==> config.mk <==
export PLATFORM = sky130hd
export DESIGN_NAME = uart_tx_buffered
export DESIGN_NICKNAME = d
export VERILOG_FILES = /design/src/rtl/uart_pkg.sv /design/src/rtl/sync_fifo.sv /design/src/rtl/uart_tx_buffered.sv
export SDC_FILE = /design/constraint.sdc
export NUM_CORES = 1
export LEC_CHECK = 0
export ABC_AREA = 1
export ABC_CLOCK_PERIOD_IN_PS = 2900
export CORE_ASPECT_RATIO = 2
export CORE_MARGIN = 1.5
export CORE_UTILIZATION = 45
export CTS_CLUSTER_SIZE = 24
export DETAILED_ROUTE_END_ITERATION = 12
export HOLD_SLACK_MARGIN = 0.05
export PLACE_DENSITY = 0.74
export SLEW_MARGIN = 30
export SYNTH_ARGS = -nofsm -noshare
export SYNTH_HDL_FRONTEND = slang
export SYNTH_SLANG_ARGS = --single-unit
export TNS_END_PERCENT = 10
==> constraint.sdc <==
create_clock -name clk -period 2.9 [get_ports clk]
set_clock_uncertainty 0.15 [all_clocks]
set_input_delay 0.725 -clock clk [delete_from_list [all_inputs] [get_ports clk]]
set_output_delay 0.725 -clock clk [all_outputs]
set_load 0.005 [all_outputs]
==> src/rtl/uart_pkg.sv <==
// uart_pkg: shared UART types and framing constants
package uart_pkg;
  typedef enum logic [1:0] {IDLE, START, DATA, STOP} tx_state_e;
  localparam int UART_DATA_W = 8;
  localparam int UART_STOP_BITS = 1;
endpackage

==> src/rtl/sync_fifo.sv <==
// sync_fifo: single-clock FIFO with separate level tracking so full and empty are distinct
module sync_fifo #(
  parameter int DATA_W = 8,
  parameter int DEPTH = 4
) (
  input  logic                     clk,
  input  logic                     rst,
  input  logic                     push,
  input  logic                     pop,
  input  logic [DATA_W-1:0]        wdata,
  output logic [DATA_W-1:0]        rdata,
  output logic                     full,
  output logic                     empty,
  output logic [$clog2(DEPTH):0]   level
);
  localparam int AW = $clog2(DEPTH);
  logic [DATA_W-1:0] mem [DEPTH];
  logic [AW-1:0] wr_ptr, rd_ptr;
  logic do_push, do_pop;
  assign full = level == (AW+1)'(DEPTH);
  assign empty = level == '0;
  assign do_push = push && !full;
  assign do_pop = pop && !empty;
  assign rdata = mem[rd_ptr];
  always_ff @(posedge clk)
    if (do_push) mem[wr_ptr] <= wdata;
  always_ff @(posedge clk)
    if (rst) begin
      wr_ptr <= '0;
      rd_ptr <= '0;
      level <= '0;
    end else begin
      wr_ptr <= do_push ? wr_ptr + 1'b1 : wr_ptr;
      rd_ptr <= do_pop ? rd_ptr + 1'b1 : rd_ptr;
      level <= level + (AW+1)'(do_push) - (AW+1)'(do_pop);
    end
endmodule

==> src/rtl/uart_tx_buffered.sv <==
// uart_tx_buffered: FIFO-buffered 8N1 UART transmitter with back-to-back framing
module uart_tx_buffered
  import uart_pkg::*;
#(
  parameter int CLKS_PER_BIT = 87,
  parameter int FIFO_DEPTH = 4
) (
  input  logic                          clk,
  input  logic                          rst,
  input  logic [7:0]                    in_data,
  input  logic                          in_valid,
  output logic                          in_ready,
  output logic                          tx,
  output logic                          busy,
  output logic [$clog2(FIFO_DEPTH):0]   fifo_level
);
  localparam int CW = $clog2(CLKS_PER_BIT);
  localparam logic [CW-1:0] CMAX = CW'(CLKS_PER_BIT-1);
  tx_state_e state;
  logic [CW-1:0] cnt;
  logic [2:0] bit_idx;
  logic [7:0] shift, head;
  logic full, empty, pop, bit_end, stop_end;
  assign bit_end = cnt == CMAX;
  assign stop_end = state == STOP && bit_end && bit_idx == '0;
  assign pop = !empty && (state == IDLE || stop_end);
  assign in_ready = !full;
  assign busy = state != IDLE || fifo_level != '0;
  sync_fifo #(.DATA_W(UART_DATA_W), .DEPTH(FIFO_DEPTH)) u_fifo (
    .clk(clk),
    .rst(rst),
    .push(in_valid),
    .pop(pop),
    .wdata(in_data),
    .rdata(head),
    .full(full),
    .empty(empty),
    .level(fifo_level)
  );
  always_ff @(posedge clk)
    if (rst) begin
      state <= IDLE;
      tx <= 1'b1;
      cnt <= '0;
      bit_idx <= '0;
      shift <= '0;
    end else if (pop) begin
      state <= START;
      tx <= 1'b0;
      cnt <= '0;
      shift <= head;
    end else if (state != IDLE) begin
      cnt <= bit_end ? '0 : cnt + 1'b1;
      if (bit_end && state == START) begin
        state <= DATA;
        bit_idx <= '0;
        tx <= shift[0];
      end else if (bit_end && state == DATA) begin
        state <= bit_idx == 3'(UART_DATA_W-1) ? STOP : DATA;
        tx <= bit_idx == 3'(UART_DATA_W-1) ? 1'b1 : shift[1];
        bit_idx <= bit_idx == 3'(UART_DATA_W-1) ? 3'(UART_STOP_BITS-1) : bit_idx + 1'b1;
        shift <= shift >> 1;
      end else if (bit_end && state == STOP) begin
        state <= bit_idx == '0 ? IDLE : STOP;
        bit_idx <= bit_idx == '0 ? bit_idx : bit_idx - 1'b1;
      end
    end
endmodule

==> flow_summary.yaml <==
sta:
  rsz0062_at_grt: "no"
  worstMarginPinSlew_ps: 458
  layout_setup_ws_ps: 249
  finalMaxSlewViolations: 0
  fin_crit_ps: 2650
  slew_headroom_pct: 69.4
  finalCritPeriodShare_pct: 91.4
  hold_viol_final: 0
  tns_ps: 0
  setup_viol: 0
  max_freq_mhz: 377
clock_network:
  clkLatencyLatePin_ps: 330
  clockBufferDepth: 2
  clock_sinks: 62
  hold_buffers: 0
  cts_resized: 0
  cts_tree: "done"
  cts_buffers: 9
  cts.clk_slew.worst_paths_ps: 50
  cts-root-buf: "clkbuf_16"
  postCtsSetupBuffers: 0
  h-tree-depth: 3
finish:
  multiInputGateArea_sq_um: 1090
  post-route-util_pct: 56.2
  drive_above_1_share_pct: 10.9
  nFillCells: 549
  stdcell_count: 424
  seqCellArea_sq_um: 1560
  fin_area_sq_um: 3400
  syn_to_final_growth_pct: 19.7
  nets: 359
  antennaDiodeCount: 0
min_path:
  hold_class: "reg -> reg"
  hold_end: "shift[1]$_SDFFE_PP0P_"
  hp-start: "shift[1]$_SDFFE_PP0P_"
  hold_depth: 2
die:
  core-area_sq_um: 6060
  start_util_pct: 47.0
  io_pins: 17
  die-area_sq_um: 6840
  dieHeight_um: 115
  fp-row-count: 40
  fp.dieW_um: 59.2
synthesis:
  synth.top_cells.by_count: "nand2_1 (61), nand3_1 (39), edfxtp_1 (32), nor2_1 (32), dfxtp_1 (30)"
  syn_inst: 309
  synthMostInstantiatedCell: "nand2_1"
  synth_edf_count: 32
  syn-num-nets: 333
  synthFlopType: "edfxtp_1"
  ys_types: 34
  synth.area.top_cells: "edfxtp_1 (34%), dfxtp_1 (21%), nand2_1 (8.0%), nand3_1 (6.9%), ha_1 (5.3%)"
  ys_seq_elements: 62
  yosysTopAreaCellShare_pct: 33.8
  synth_seq_area_share_pct: 54.9
  netlist_area_sq_um: 2850
  synth.avg_cell_area_sq_um: 9.21
  synth_area_leader_cell: "edfxtp_1"
  yosysWarnings: 0
  synthArstFlopShare_pct: 0
power_and_ir_drop:
  p_per_area_nw_per_um2: 942
  pwr-share-comb_pct: 31.1
  seqPwrFrac_pct: 37.7
  clkPwrFrac_pct: 31.2
  swShare_pct: 32.9
  p_sw_mw: 1.06
  p_leak_nw: 1.36
  power.internal_mw: 2.15
  ir_drop_mv: 0.516
worst_setup_path:
  r2r_setup_slack_ps: 400
  endpoint_kind: "output pin"
  startpoint_type: "flip-flop"
  cp_max_fo: 4
  worst_ep_required_time_ps: 2030
  r2r_end: "u_fifo.level[2]$_SDFF_PP0_"
  critPathKind: "reg -> out"
  rr_startpoint: "bit_idx[0]$_SDFFE_PP0P_"
  crit_arrival_ps: 1780
  reg2reg_depth: 16
outcome:
  status: "completed"
drt:
  drt_pass1_iterations: 5
  drt_iter0_drc: 66
  drtAntennaViolNets: 0
  num_vias: 2111
  drc_errors: 0
  routed_wl_um: 5260
  avgViaCountPerCell: 4.98
  wl_per_cell_um: 12.4
global_route:
  track_usage_pct: 18.0
  grt-ovfl-total: 0
  first_global_vias: 2145
  grt_pass1_wl_um: 9060
  grt_max_degree: 20
  antenna_found_initial: 0
place:
  place_hpwl_um: 3810
  gp_congestion: 0.865
  dp.cells: 408
  place_ws_ps: 429
  numPortBuffers: 16
  place_area_sq_um: 3120
flow_run:
  drv_cap: 0
==> cell type report <==
cell class	count	share of cell area, %
Tap cell	84	3.09
Clock buffer	9	6.62
Clock inverter	7	1.62
Multi-Input combinational cell	202	32.1
Inverter	35	4.01
Timing Repair Buffer	25	6.69
Sequential cell	62	45.9
==> worst max-delay path by stage <==
stage | to | startpoint | slack [ps]
2_1_floorplan | u_fifo.level[2]$_SDFF_PP0_ | cnt[0]$_SDFFE_PP0P_ | 490
3_3_place_gp | u_fifo.level[2]$_SDFF_PP0_ | in_valid | 470
3_5_place_dp | u_fifo.level[2]$_SDFF_PP0_ | in_valid | 430
4_1_cts | busy | u_fifo.level[1]$_SDFF_PP0_ | 210
5_1_grt | u_fifo.level[2]$_SDFF_PP0_ | bit_idx[0]$_SDFFE_PP0P_ | 140
6_report | busy | u_fifo.level[1]$_SDFF_PP0_ | 250
==> routing by layer <==
metal	part of all wire (%)	routed length, um	vias up	GRT usage, %
met5	0	0	-	0
met4	3.0	159	0	11.5
met3	3.2	169	12	4.13
met2	58	3040	42	33.3
met1	36	1900	984	16.4
li1	-	-	1073	-
==> flip-flops by register name, indices dropped and copies added (netlist names), named ones only <==
signal and flops:
u_fifo.mem 32, shift 8, cnt 7, bit_idx 3
u_fifo.level 3, state 2, u_fifo.rd_ptr 2, u_fifo.wr_ptr 2
tx 1
==> cells in the final DEF, fill, tap and decap left out, types with 12 or more instances in the layout <==
cell type         n
nand3_1          39
a21oi_1          13
ha_1             12
dfxtp_1          30
o21ai_0          13
nor2_1           32
edfxtp_1         32
nand2_1          61
inv_1            29
clkdlybuf4s50_1  16
==> power by group through the flow <==
stage,registers (mW),logic (mW),clock network [mW]
after floorplan,1.18,0.757,0
after global placement,1.22,0.980,0
after detailed placement,1.22,1.00,0
after CTS,1.21,1.01,1.01
after global routing,1.23,1.17,1.06
final,1.21,0.998,1.00
==> critical path: stages (launching register included) <==
cell	delay, ps
dfxtp_1	360
inv_1	90
nand3_1	200
or2_2	350
clkdlybuf4s50_1	440
==> cells by family (layout without fill, tap and decap cells) <==
kind of cell	Yosys count	in the layout	share of synthesized area [%]
flip-flops	62	62	54.9
XOR/XNOR	9	9	2.77
AND/OR/NAND/NOR	148	148	23.4
buffers and inverters	45	76	6.68
adder cells (fa/ha/maj)	13	13	5.98
AO/OA/AOI/OAI	32	32	6.33
==> stage by stage <==
| step | hold WS (ps) | power [mW] |
|---|---|---|
| final | 332 | 3.21 |
| after global routing | 366 | 3.46 |
| after CTS | 332 | 3.23 |
| after floorplan | 306 | 1.94 |
| after global placement | 318 | 2.20 |
| after detailed placement | 324 | 2.22 |
Power figures use the tool's default switching activity.
